[src/rtl/br_seq.sv]
// Branch sequencer: walks br/brl through condition evaluation, optional link
// and a conditional PC load, keeping running branch and taken counts.
module br_seq #(
    parameter int w      = 32,
    parameter int op_msb = 31,
    parameter int op_lsb = 27,
    parameter logic [op_msb-op_lsb:0] BR_OP  = 5'd8,
    parameter logic [op_msb-op_lsb:0] BRL_OP = 5'd9
) (
    input  logic         clk,
    input  logic         rst,
    input  logic         start,
    input  logic [w-1:0] IR,
    input  logic         con_out,
    output logic         busy,
    output logic         done,
    output logic         err,
    output logic         rc_out,
    output logic         con_in,
    output logic         pc_out,
    output logic         ra_in,
    output logic         rb_out,
    output logic         pc_in,
    output logic         taken,
    output logic [15:0]  br_cnt,
    output logic [15:0]  tk_cnt
);

    localparam int OPW = op_msb - op_lsb + 1;

    typedef enum logic [2:0] {IDLE, EVAL, LINK, JUMP, FIN} state_t;

    state_t         state_q, state_d;
    logic [OPW-1:0] opcode_q, opcode_d;
    logic           err_q, err_d;
    logic           taken_q, taken_d;
    logic [15:0]    br_cnt_q, br_cnt_d;
    logic [15:0]    tk_cnt_q, tk_cnt_d;

    logic [OPW-1:0] op_in;
    logic           op_legal;
    logic           unused_ir;

    assign op_in     = IR[op_msb:op_lsb];
    assign op_legal  = (op_in == BR_OP) || (op_in == BRL_OP);
    assign unused_ir = ^IR;

    always_ff @(posedge clk) begin
        if (rst) begin
            state_q  <= IDLE;
            opcode_q <= '0;
            err_q    <= 1'b0;
            taken_q  <= 1'b0;
            br_cnt_q <= 16'd0;
            tk_cnt_q <= 16'd0;
        end else begin
            state_q  <= state_d;
            opcode_q <= opcode_d;
            err_q    <= err_d;
            taken_q  <= taken_d;
            br_cnt_q <= br_cnt_d;
            tk_cnt_q <= tk_cnt_d;
        end
    end

    // Counters and the taken flag only move on the JUMP exit, so an
    // illegal opcode or an aborted sequence never touches them.
    always_comb begin
        state_d  = state_q;
        opcode_d = opcode_q;
        err_d    = err_q;
        taken_d  = taken_q;
        br_cnt_d = br_cnt_q;
        tk_cnt_d = tk_cnt_q;
        case (state_q)
            IDLE: begin
                if (start) begin
                    opcode_d = op_in;
                    if (op_legal) begin
                        state_d = EVAL;
                    end else begin
                        state_d = FIN;
                        err_d   = 1'b1;
                    end
                end
            end
            EVAL:    state_d = (opcode_q == BRL_OP) ? LINK : JUMP;
            LINK:    state_d = JUMP;
            JUMP: begin
                state_d  = FIN;
                taken_d  = con_out;
                br_cnt_d = (br_cnt_q == 16'hFFFF) ? br_cnt_q : br_cnt_q + 16'd1;
                if (con_out && (tk_cnt_q != 16'hFFFF)) begin
                    tk_cnt_d = tk_cnt_q + 16'd1;
                end
            end
            FIN: begin
                state_d = IDLE;
                err_d   = 1'b0;
            end
            default: state_d = IDLE;
        endcase
    end

    always_comb begin
        busy   = (state_q != IDLE);
        done   = (state_q == FIN);
        err    = (state_q == FIN) && err_q;
        rc_out = (state_q == EVAL);
        con_in = (state_q == EVAL);
        pc_out = (state_q == LINK);
        ra_in  = (state_q == LINK);
        rb_out = (state_q == JUMP);
        pc_in  = (state_q == JUMP) && con_out;
        taken  = taken_q;
        br_cnt = br_cnt_q;
        tk_cnt = tk_cnt_q;
    end

endmodule

[config.mk]
export PLATFORM = sky130hd
export DESIGN_NAME = br_seq
export DESIGN_NICKNAME = d
export VERILOG_FILES = /design/src/rtl/br_seq.sv
export SDC_FILE = /design/constraint.sdc
export NUM_CORES = 1
export LEC_CHECK = 0
export CORE_MARGIN = 1
export CORE_UTILIZATION = 30
export CTS_CLUSTER_DIAMETER = 100
export DETAILED_ROUTE_END_ITERATION = 6
export GPL_ROUTABILITY_DRIVEN = 0
export PLACE_DENSITY = 0.55
export RECOVER_POWER = 25
export SYNTH_ARGS = -nofsm -noshare
export SYNTH_HDL_FRONTEND = slang
export SYNTH_SLANG_ARGS = --single-unit
export TNS_END_PERCENT = 10
[constraint.sdc]
create_clock -name clk -period 2 [get_ports clk]
set_input_delay 0.4 -clock clk [delete_from_list [all_inputs] [get_ports clk]]
set_output_delay 0.4 -clock clk [all_outputs]
set_load 0.05 [all_outputs]
* Yosys cells after proc, flatten, opt, wreduce, memory -nomap -nowiden
Cells that the tools add are included.
** Operators by class
- Bitwise operators :: 1
- Reduce and logical (&&, ||, !) cells :: 11
- Add/sub/neg operators :: 2
- Multiplexer cells :: 7
- Eq/ne operators :: 11
** Operators with widths (number)
- 16-bit by 1-bit adder with 16-bit output, second input constant :: 2
- 16-bit == test, second input constant :: 1
- 16-bit != test, second input constant :: 1
- 5-bit by 4-bit == test with 1-bit output, second input constant :: 3
- 3-bit one-hot mux with 4 select lines :: 1
- 3-bit by 2-bit == test with 1-bit output, second input constant :: 2
- 3-bit 2-to-1 mux :: 2
- 2-bit AND reduction :: 3
- 2-bit != test, second input constant :: 2
- 3-bit by 1-bit == test with 1-bit output, second input constant :: 1
- 3-bit == test, second input constant :: 1
- 1-bit logical AND :: 3
- 3-bit zero test :: 1
- 1-bit 2-to-1 mux :: 3
- 3-bit AND reduction :: 1
- 3-bit nonzero test :: 1
- 1-bit one-hot mux with 2 select lines :: 1
- 2-bit nonzero test :: 1
- 1-bit logical OR :: 1
- 1-bit inverter :: 1
** Word-level totals
- Bits of input ports :: 36
- Register bits after elaboration :: 42
- Logic and storage cells :: 38

* Longest topological paths before layout
Gate-level depths: netlist (run 1).
- Depth after elaboration :: 5
- Depth in mapped cells :: 7
- Mapped depth without buffers :: 6

* Worst setup path before layout (run 1)
No wires, ideal clock.
- Path type :: register to register
- From :: register br_cnt_q[0], in the netlist br_cnt[0]
- To :: register br_cnt_q[15], in the netlist br_cnt[15]
- Setup slack :: -133 ps
- Stages on the path, launching flop included :: 7
- Period minus slack after synthesis :: 2133 ps
- Arrival time :: 2062 ps
- Cells stage by stage :: dfxtp_1 ha_1 and4_1 a41oi_4 nand4_4 or4_1 a21oi_1
** On the way
- Longest elaborated chain between the ends :: 3
- Elaborated cells on any way between the ends :: 4
** RTL lines
- start, declared :: line 37 : logic [15:0] br_cnt_q, br_cnt_d;
- start signal, assigned :: line 61 : br_cnt_q <= br_cnt_d;
- parallel branches: the longest is 3 deep, another holds 16-bit by 1-bit adder with 16-bit output
Several ways; the timed one is not identified.
A chain may end at the register's enable or synchronous reset.

* Worst setup path after layout (run 1)
- From :: register tk_cnt_q[13], in the netlist tk_cnt[13]
- To :: output port tk_cnt[13]
** RTL lines
- start, declared :: line 38 : logic [15:0] tk_cnt_q, tk_cnt_d;
- start signal, assigned :: line 62 : tk_cnt_q <= tk_cnt_d;
- end, declared :: line 26 : output logic [15:0] tk_cnt
No word-level cell between the ends.

==> results of run 1 <==
-- timing repair --
action | CTS | global route
setup endpoints to repair | 0 | 7
resized for setup | 0 | 6
hold buffers | 0 | 0
-- flip-flops by register name, indices dropped and copies added, names as in the netlist --
name	flops
tk_cnt	16
err_q	1
taken	1
br_cnt	16
opcode_q	5
state_q	3
-- path summary, 6_finish.rpt --
check                     to  slack [ps]  startpoint  cells after the start
setup / recovery  tk_cnt[13]          50  tk_cnt[13]                      1
hold / removal         taken         460       taken                      2
setup reg to reg  br_cnt[15]         180   br_cnt[0]                      6
hold reg to reg        taken         460       taken                      2
-- cell usage in the layout (no fill, tap or decap), types with 8 or more instances in the layout --
| cell | count |
|---|---|
| nand4_1 | 13 |
| buf_12 | 8 |
| xnor2_1 | 10 |
| nor2_1 | 36 |
| dfxtp_1 | 38 |
| clkbuf_1 | 13 |
| xor2_1 | 11 |
| nand3_1 | 19 |
| nand2_1 | 9 |
| a21oi_1 | 10 |
| clkdlybuf4s50_1 | 22 |
| buf_4 | 14 |
-- power groups by stage --
stage	Sequential, mW	Clock (mW)	Combinational, mW
after global routing	0.863	0.741	0.180
final	0.860	0.682	0.169
after detailed placement	0.880	0	0.172
after global placement	0.880	0	0.171
after floorplan	0.875	0	0.104
after CTS	0.860	0.714	0.173
-- per-stage QoR --
stage	cells	setup slack (ps)	utilization (%)	area, sq um
global route	372	-19.1	43.8	2840
floorplan	235	-8.05	-	2070
global placement	365	-154	42.6	2760
finish	372	53.9	43.8	2840
CTS	372	24.8	44.3	2880
detailed placement	365	-153	42.6	2760
-- metal layers --
| metal | GRT usage, % | up-vias | share of wire [%] |
|---|---|---|---|
| li1 | - | 962 | - |
| met1 | 18.4 | 851 | 50 |
| met2 | 22.7 | 37 | 46 |
| met3 | 2.92 | 7 | 3.5 |
| met4 | 3.70 | 0 | 1.1 |
| met5 | 0 | - | 0 |
-- layout make-up --
cell class	instances	area (sq um)	share of cell area, %
repair buffers	64	619	21.8
flip-flops and latches	42	846	29.8
multi-input cells	176	1150	40.3
clock buffers	6	82.6	2.90
inverters	6	22.5	0.792
clock inverters	1	30.0	1.06
well taps	77	96.3	3.39
-- cell families after synthesis --
family	synth area share [%]
flops	40.8
fa+ha+maj	1.21
compound gates	8.37
mux	2.91
buf+inv	3.70
simple gates	34.1
xor+xnor	8.91
==> impl_metrics.toml, run 1 <==
[sta]
setup_tns_ps = 0
worst_clock_skew_ps = 11.0
relSlewSlack_pct = 59.6
fin_crit_sh_pct = 97.3
setup_viol = 0
hold_slack_ps = 461
fmax_ghz = 0.514
finalHoldViolations = 0
rsz0062_at_grt = "yes"
timing.final.max_slew_violations = 0
period_minus_slack_ps = 1950
worstMarginPinSlew_ps = 609

[yosys]
synth.top_cells.by_count = "dfxtp_1 (42), nor2_1 (36), nand3_1 (19)"
synth_area_leaders = "dfxtp_1 (41%), nor2_1 (6.5%), xor2_1 (4.7%), nand3_1 (4.6%), xnor2_1 (4.2%)"
postSynthCellCount = 235
netlist.area_leader.share_pct = 40.8
synth-seq-area-share_pct = 40.8
syn_area_sq_um = 2060
ys_types = 42
syn_avg_cell_area_sq_um = 8.78
synthArstFlopShare_pct = 0
ys.flop_type = "dfxtp_1"
synth_top_area_cell = "dfxtp_1"
synth.most_common_cell = "dfxtp_1"
ys.warnings.count = 0
ys_ff_latch = 42
synth_nets = 273
synth_edf_count = 0

[power]
pwr_density_cell_nw_per_um2 = 602
switchingPower_mw = 0.384
p_int_mw = 1.33
seq_power_share_pct = 50.3
switching_share_pct = 22.4
power.leakage_nw = 1.17
pwr-share-clk_pct = 39.9
total_power_mw = 1.71
peakVddDrop_mv = 0.252
power.share.combinational_pct = 9.9

[clock_tree]
cts-root-buf = "clkbuf_8"
h-tree-depth = 2
numClockSinks = 42
post_cts_buffers = 0
cts_tree = "yes"
max-clock-path-buffers = 2
cts_made_buffers = 5
path_clk_slew_ps = 80
insertion_delay_ps = 290

[routing]
drc_errors = 5
firstDrtPassIters = 7
route.vias.total = 1857
routed_wl_microns = 4630
routedWlPerCell_microns = 12.4
drt_iter0_drc = 43
ant_nets = 0
vias_per_cell = 4.99

[global_route]
antenna_found_initial = 0
grt_max_degree = 24
grt_usage_pct = 13.8
first_global_vias = 1770
grt_pass1_wl_microns = 8150
grt-ovfl-total = 0

[setup_path]
cpPeakStageDelay_ps = 840
crit_family = "buffers and inverters"
worstSetupPathType = "register to output port"
crit_slowest_cell = "clkdlybuf4s50_1"
critPathLaunchType = "register"
worst_ep_required_time_ps = 1600
cp-end-kind = "output port"
cp_max_fo = 6
path_cells = "clkdlybuf4s50_1"
crit_buf_inv = 1
arrival_ps = 1550

[flow_run]
drv_cap = 0

[layout]
final.fill_count = 670
diodes = 0
nets = 333
final_layout_size_suffix_gt1_share_pct = 14.2
area_growth_pct = 37.8

[placed_design]
detailed_place_hpwl_microns = 3400
io_buffers = 50

[floorplan]
die_height_microns = 84.9
fp.coreArea_sq_um = 6490
ios = 78
fp-row-count = 29
die_area_sq_um = 7210
dieWidth_microns = 84.9
start_util_pct = 31.8

[outcome]
violations = "DRC"
status = "complete, but fails checks"

[min_path]
hold_path_class = "register to register"
No activity file was read; power rests on OpenSTA's default activity.
==> run 2, diff against run 1 <==
--- a/config.mk
+++ b/config.mk
@@ -5,6 +5,7 @@
 export SDC_FILE = /design/constraint.sdc
 export NUM_CORES = 1
 export LEC_CHECK = 0
+export CAP_MARGIN = 20
 export CORE_MARGIN = 1
 export CORE_UTILIZATION = 30
 export CTS_CLUSTER_DIAMETER = 100
@@ -12,6 +13,7 @@
 export GPL_ROUTABILITY_DRIVEN = 0
 export PLACE_DENSITY = 0.55
 export RECOVER_POWER = 25
+export REMOVE_ABC_BUFFERS = 1
 export SYNTH_ARGS = -nofsm -noshare
 export SYNTH_HDL_FRONTEND = slang
 export SYNTH_SLANG_ARGS = --single-unit
==> run 2 against run 1 <==
Net effect: highest routed layer unchanged; critical path type unchanged; the run still ends with DRC left; critical endpoint is now br_cnt[11]; final area shrank 1.1%; clock skew shrank 5.8 ps; sequential cell count stayed put; combinational power barely moved; cell count is 0.81% higher; via count grew 1.0%; sequential share of layout area increased by 0.14 points; sequential power barely moved.
==> impl_metrics.toml, run 2 (synthesis results as in run 1) <==
[outcome]
status = "complete, but fails checks"
violations = "DRC"

[setup_path]
cp-end-kind = "output port"
cp_max_fo = 5
worstReg2RegStart = "br_cnt[0]"
worstSetupPathType = "register to output port"
crit_family = "buffers and inverters"
critPathLaunchType = "register"
worst_ep_required_time_ps = 1600
crit_buf_inv = 1
cpPeakStageDelay_ps = 830
critPathLaunch = "br_cnt[11]"
arrival_ps = 1540
crit_slowest_cell = "clkdlybuf4s50_1"
path_cells = "clkdlybuf4s50_1"

[routing]
route.vias.total = 1876
ant_nets = 0
routed_wl_microns = 4850
wl_met3_microns = 197
met1_length_microns = 2480
routedWlPerCell_microns = 12.9
drc_errors = 2
top_layer = "met4"
firstDrtPassIters = 6
wl_met2_microns = 2100
vias_per_cell = 5.00
drt_iter0_drc = 61

[power]
seq_power_share_pct = 55.5
power.leakage_nw = 1.17
switchingPower_mw = 0.381
pwr_density_cell_nw_per_um2 = 551
power.share.combinational_pct = 11.0
total_power_mw = 1.55
peakVddDrop_mv = 0.206
p_int_mw = 1.17
pwr-share-clk_pct = 33.6
switching_share_pct = 24.6

[clock_tree]
path_clk_slew_ps = 80
insertion_delay_ps = 290
cts_made_buffers = 5
post_cts_buffers = 0
h-tree-depth = 2
max-clock-path-buffers = 2
cts-root-buf = "clkbuf_8"
cts_hold_buf = 0
numClockSinks = 42
cts_tree = "yes"

[global_route]
grt_usage_pct = 13.7
first_global_vias = 1713
antenna_found_initial = 0
grt-ovfl-total = 0
grt_pass1_wl_microns = 7980
grt_max_degree = 40

[layout]
final_cell_area_sq_um = 2810
layout_common_cells = "dfxtp_1 (42), nor2_1 (36), nand3_1 (19)"
final_cell_count_no_fill = 375
diodes = 0
layout_commonest_cell = "dfxtp_1"
nets = 336
area_growth_pct = 36.3
final_layout_size_suffix_gt1_share_pct = 13.4
utilization_pct = 43.3

[min_path]
hold_path_class = "register to register"
hp-start = "taken"

[sta]
fin_crit_sh_pct = 96.9
timing.final.max_slew_violations = 0
finalHoldViolations = 0
finalWorstSetupSlack_ps = 61.9
setup_viol = 0
worst_clock_skew_ps = 5.16
period_minus_slack_ps = 1940
rsz0062_at_grt = "no"
relSlewSlack_pct = 59.6
worstMarginPinSlew_ps = 608
setup_tns_ps = 0
hold_slack_ps = 458
fmax_ghz = 0.516

[flow_run]
drv_cap = 0

[placed_design]
placed_area_sq_um = 2780
placed_cells = 368
dpl_worst_slack_ps = -109
io_buffers = 50
detailed_place_hpwl_microns = 3420

[floorplan]
die_area_sq_um = 7210
fp.coreArea_sq_um = 6490
dieWidth_microns = 84.9
start_util_pct = 31.8
fp-row-count = 29
ios = 78
die_height_microns = 84.9
==> run 2: final timing paths <==
kind,slack (ps),cells past startpoint,to
max,60,1,br_cnt[11]
min,460,2,taken
max reg2reg,130,6,br_cnt[15]
min reg2reg,460,2,taken
==> run 2: cell type report <==
cell class	count	area, sq um
Multi-Input combinational cell	176	1140
Sequential cell	42	841
Inverter	6	22.5
Tap cell	77	96.3
Clock buffer	7	76.3
Timing Repair Buffer	67	637
Fill cell	646	3680
==> run 2: power groups by stage <==
stage,clock [mW],combinational [mW],sequential [mW]
floorplan,0,0.0816,0.882
global placement,0,0.175,0.879
detailed placement,0,0.175,0.880
CTS,0.546,0.176,0.860
global route,0.576,0.183,0.862
finish,0.520,0.170,0.860
==> run 2: timing repair <==
item	CTS	global route
setup endpoints to repair	0	6
endpoints found under the hold margin	0	0
resized for setup	0	6
==> run 2: routing by layer <==
metal	track usage, %	up-vias
li1	-	968
met5	0	-
met3	3.02	5
met2	22.5	41
met4	5.08	0
met1	17.8	862
==> run 3, diff against run 2 <==
--- a/config.mk
+++ b/config.mk
@@ -6,7 +6,6 @@
 export NUM_CORES = 1
 export LEC_CHECK = 0
 export CAP_MARGIN = 20
-export CORE_MARGIN = 1
 export CORE_UTILIZATION = 30
 export CTS_CLUSTER_DIAMETER = 100
 export DETAILED_ROUTE_END_ITERATION = 6
==> results of run 3 <==
No change in the layout: final DEF, timing and power equal those of run 2.
